<file path="config.mk">
export PLATFORM = sky130hd
export DESIGN_NAME = serial_word_streamer
export DESIGN_NICKNAME = d
export VERILOG_FILES = /design/src/rtl/serial_word_streamer.sv
export SDC_FILE = /design/constraint.sdc
export NUM_CORES = 1
export LEC_CHECK = 0
export BUFFER_PORTS_ARGS = -buffer_cell sky130_fd_sc_hd__buf_2
export CORE_UTILIZATION = 48
export DETAILED_ROUTE_END_ITERATION = 12
export PLACE_DENSITY = 0.71
export SLEW_MARGIN = 15
export SYNTH_ARGS = -nofsm -noshare
export SYNTH_HDL_FRONTEND = slang
export SYNTH_SLANG_ARGS = --single-unit
export TNS_END_PERCENT = 10
</file>
<file path="constraint.sdc">
create_clock -name clk -period 1.31 [get_ports clk]
set_clock_uncertainty 0.05 [all_clocks]
set_input_delay 0.0655 -clock clk [delete_from_list [all_inputs] [get_ports clk]]
set_output_delay 0.0655 -clock clk [all_outputs]
set_load 0.05 [all_outputs]
</file>
<file path="src/rtl/serial_word_streamer.sv">
// Serial word streamer: takes W-bit words over valid/ready and shifts them out MSB-first,
// pulsing fsm_rst one cycle before each word so the downstream divisibility FSMs restart.
module serial_word_streamer #(
    parameter int W = 16
) (
    input  logic         clk,
    input  logic         rst,
    input  logic         in_valid,
    output logic         in_ready,
    input  logic [W-1:0] in_data,
    output logic         new_bit,
    output logic         bit_valid,
    output logic         last_bit,
    output logic         fsm_rst,
    output logic         busy
);
    localparam int CW = $clog2(W);
    localparam logic [CW-1:0] LAST_CNT = CW'(W - 1);

    typedef enum logic [1:0] {IDLE, CLEAR, SHIFT} state_t;

    state_t        state;
    state_t        next_state;
    logic [W-1:0]  hold_data;
    logic [W-1:0]  shift_reg;
    logic          hold_full;
    logic [CW-1:0] cnt;
    logic          word_end;
    logic          load;
    logic          accept;

    assign word_end = (state == SHIFT) && (cnt == LAST_CNT);
    assign load     = ((state == IDLE) || word_end) && hold_full;
    assign accept   = in_valid && !hold_full;

    always_ff @(posedge clk) begin
        if (rst) begin
            state <= IDLE;
        end else begin
            state <= next_state;
        end
    end

    always_comb begin
        next_state = state;
        case (state)
            IDLE:    if (load) next_state = CLEAR;
            CLEAR:   next_state = SHIFT;
            SHIFT:   if (word_end) next_state = load ? CLEAR : IDLE;
            default: next_state = IDLE;
        endcase
    end

    // A load empties the holding register, so it can never coincide with an accept.
    always_ff @(posedge clk) begin
        if (rst) begin
            hold_data <= '0;
            hold_full <= 1'b0;
            shift_reg <= '0;
            cnt       <= '0;
        end else if (load) begin
            shift_reg <= hold_data;
            hold_full <= 1'b0;
            cnt       <= '0;
        end else begin
            if (accept) begin
                hold_data <= in_data;
                hold_full <= 1'b1;
            end
            if (state == SHIFT) begin
                shift_reg <= shift_reg << 1;
                cnt       <= cnt + 1'b1;
            end
        end
    end

    // Outputs are masked while rst is high so the reset cycle itself looks idle downstream.
    always_comb begin
        in_ready  = rst || !hold_full;
        bit_valid = !rst && (state == SHIFT);
        new_bit   = bit_valid && shift_reg[W-1];
        last_bit  = bit_valid && (cnt == LAST_CNT);
        fsm_rst   = rst || (state == CLEAR);
        busy      = !rst && ((state != IDLE) || hold_full);
    end

endmodule
</file>
### Word level (Yosys, flattened, before mapping)

Index checks and enable logic that the tools add are counted.

* eq/ne operators: 5
* multiplexer cells: 6
* bitwise operators: 1
* $add $sub $neg: 1
* reduce and logical (&&, ||, !) cells: 19

Operators by type and width (number)
* two-way mux 16 bit: 2
* logical AND 1 bit: 7
* one-hot mux 2 bit (3 select lines): 1
* adder 4 x 1 -> 4 bit, second input constant: 1
* == test 4 bit, second input constant: 1
* logical OR 1 bit: 4
* two-way mux 2 bit: 2
* inequality test 2 bit, second input constant: 2
* AND reduction 2 bit: 2
* nonzero test 2 bit: 2
* == test 2 x 1 -> 1 bit, second input constant: 1
* == test 2 bit, second input constant: 1
* logical NOT 1 bit: 2
* logical NOT 2 bit: 1
* OR reduction 2 bit: 1
* two-way mux 1 bit: 1
* inverter 1 bit: 1

* output and inout port bits: 6
* logic and storage cells: 37
* input port bits: 19
* register bits after elaboration: 39

### Depth between registers and ports, before layout

* word-level depth: 7
* gate-level depth with buffers: 5
* gate-level depth less buffers: 4

### Least setup slack after synthesis

OpenSTA, ideal clock, no wires.

* kind: register -> output
* from: reg cnt[0]
* to: out last_bit
* cell stages (with the launch flop): 5
* setup slack: -717 ps
* arrival: 1911 ps
* buffers on the path: 1
* data required time: 1194 ps
* cells stage by stage: dfxtp_1 ha_1 nand3_4 buf_6 nor3_1

* word-level cells in the longest chain between the ends: 2

Ends and longest elaborated chain
* start, declared: line 27 `logic [CW-1:0] cnt;`
* start signal, assigned: line 72 `cnt <= cnt + 1'b1;`
* == test 4 bit: line 82 `last_bit = bit_valid && (cnt == LAST_CNT);`
* logical AND 1 bit: line 82
* end, declared: line 13 `output logic last_bit,`

No other way between the ends.

### Worst setup path in the final report

* from: reg cnt[1]
* to: out last_bit

Same word-level chain as after synthesis.

==> flow_summary.yaml <==
synth:
  synthesis.nets: 224
  avgSynthCellArea_um2: 8.47
  ys_types: 32
  yosysWarningCount: 0
  ys_ff_latch: 39
  syn-cell-area_um2: 1730
  ys_seq_area_share_pct: 45.2
  syn_inst: 204
placement:
  place_congestion: 0.821
  io_buffers: 24
  dp_hpwl_um: 2670
  dp_slack_ns: -0.116
  placed_area_um2: 1960
final_layout:
  nNetsFinal: 270
  final_cell_area_um2: 2370
  diodes: 0
  drive_above_1_share_pct: 27.5
  area_delta_synth_final_pct: 36.9
floorplanning:
  io_pins: 25
  num_rows: 21
  core_um2: 3390
  dieArea_um2: 3840
  die_h_um: 62
  initial_core_util_pct: 51.0
  fp.dieW_um: 62
timing:
  rsz0062_at_grt: "yes"
  period_share_pct: 108
  fmax_mhz: 708
  tightestPinTransition_ns: 0.290
  setup_viol: 20
  hold_viol: 0
  fin_hold_ws_ns: 0.154
  maxSlewViolCount: 0
  relSlewSlack_pct: 80.6
  fin_crit_ns: 1.41
  setup_ws_ns: -0.102
drt:
  via_per_inst: 5.60
  postRouteAntennaNets: 0
  drtIter0Drc: 108
  vias: 1663
  drt-total-wl_um: 4240
  drc: 0
  drt_pass1_iterations: 4
  wl_per_cell_um: 14.3
global_route:
  grt_pass1_vias: 1471
  grt_max_degree: 23
  track_usage_pct: 25.0
  overflow: 0
  antenna_found_initial: 0
  grt_pass1_wl_um: 6840
cts:
  cts_buffers: 5
  clock-sinks: 39
  clk_latency_ns: 0.34
  h-tree-depth: 2
  clockRootBuffer: "clkbuf_4"
  clk_pin_slew_ns: 0.12
  clockBufferDepth: 2
  cts_tree: "yes"
setup_path:
  required_ns: 1.19
  arrival_ns: 1.30
  worstSetupPathType: "reg -> out"
  crit_path_end_kind: "output port"
  cp-start-kind: "flip-flop"
  path_max_fanout: 3
flow_run:
  maxCapViolCount: 0
pwr:
  power_w: 0.00257
  powerDensity_nw_per_um2: 1090
  peakVddDrop_v: 0.000846
  leakage_nw: 0.859
outcome:
  violations: "negative setup slack"
  run_status: "complete, but fails checks"
worst_hold_path:
  hold_path.class: "in -> reg"
[per-stage QoR]
step                setup TNS, ns  instances  utilization [%]
floorplan                  -0.582        204                -
global placement           -0.376        269             57.8
detailed placement          -2.12        269             57.8
CTS                         -1.27        297             69.1
global route                -2.26        297             69.8
finish                      -1.12        297             69.8
[metal layers]
metal | GRT usage [%] | up-vias | wire length [um]
li1 | - | 819 | -
met1 | 33.9 | 794 | 1980
met2 | 39.7 | 45 | 2070
met3 | 6.21 | 5 | 150
met4 | 6.67 | 0 | 34
met5 | 0 | - | 0
[critical path, cell delays in order, from the launching register on]
cell and delay [ns]:
dfxtp_2 0.37, ha_4 0.15, nand3_4 0.10, nor3_4 0.15
buf_6 0.18
[final timing paths]
| check | endpoint | depth (start not counted) | startpoint | slack, ns |
|---|---|---|---|---|
| max | last_bit | 4 | cnt[1] | -0.10 |
| min | state[0] | 3 | rst | 0.15 |
| max reg2reg | shift_reg[12] | 6 | cnt[1] | -0.08 |
| min reg2reg | hold_data[5] | 2 | hold_data[5] | 0.42 |
[cells by family (layout without fill, tap and decap cells)]
| group | after synthesis | in the layout | synth area share (%) |
|---|---|---|---|
| flops | 39 | 39 | 45.2 |
| compound gates | 67 | 67 | 26.9 |
| simple gates | 73 | 73 | 19.1 |
| fa+ha+maj | 1 | 1 | 0.724 |
| buf+inv | 21 | 68 | 6.44 |
| mux | 1 | 1 | 0.579 |
| xor+xnor | 2 | 2 | 1.01 |
[cell usage in the layout, fill, tap and decap left out, types with 2 or more instances in the layout]
cell type	netlist	layout
nor2_1	4	2
nor3_1	6	4
buf_6	1	7
a32oi_1	15	15
clkbuf_4	0	5
buf_12	0	2
nor3_4	0	2
dfxtp_4	0	2
dfxtp_2	0	3
a211o_1	15	15
nor2b_1	4	2
nor2_4	0	2
buf_2	5	18
nand2_1	48	47
dlygate4sd3_1	0	18
buf_4	5	13
nor2b_4	0	2
dfxtp_1	39	34
a21oi_1	32	32
[layout make-up]
| type | instances | area [um^2] |
|---|---|---|
| multi-input combinational | 144 | 925 |
| timing repair buffer | 59 | 502 |
| clock inverter | 2 | 35.0 |
| sequential | 39 | 792 |
| fill | 256 | 1020 |
| inverter | 1 | 3.75 |
| tap | 46 | 57.6 |
| clock buffer | 6 | 51.3 |
[what timing repair did]
| item | CTS | global route |
|---|---|---|
| hold buffers | 18 | 0 |
| pin swaps | 10 | 6 |
| resized for setup | 27 | 7 |
| cloned | 0 | 0 |
| setup endpoints to repair | 44 | 28 |
| hold endpoints to repair | 18 | 0 |
| setup buffers | 3 | 0 |
[synthesized netlist by cell type (all sizes together)]
library cell,n,area share [%]
o21ai,1,0.29
clkbuf,7,1.5
a21oi,33,9.8
nand3b,1,0.43
buf,13,4.7
or2,1,0.36
a32o,1,0.58
a211o,15,7.6
nor3,6,1.7
inv,1,0.22
xnor2,1,0.51
o21bai,1,0.65
nor2,4,0.87
nand4,1,0.36
nand3,2,1.3
xor2,1,0.51
a211oi,1,0.43
mux2i,1,0.58
or3,1,0.36
nand2,48,10
nor2b,4,1.4
and3,1,0.36
and2,1,0.36
dfxtp,39,45
a32oi,15,7.6
nand2b,3,1.1
ha,1,0.72
[power breakdown]
group,internal [W],switching (W)
Clock,0.000451,0.000396
Sequential,0.00124,0.0000406
Combinational,0.000207,0.000237
Total,0.00190,0.000674
Power figures use the tool's default switching activity.
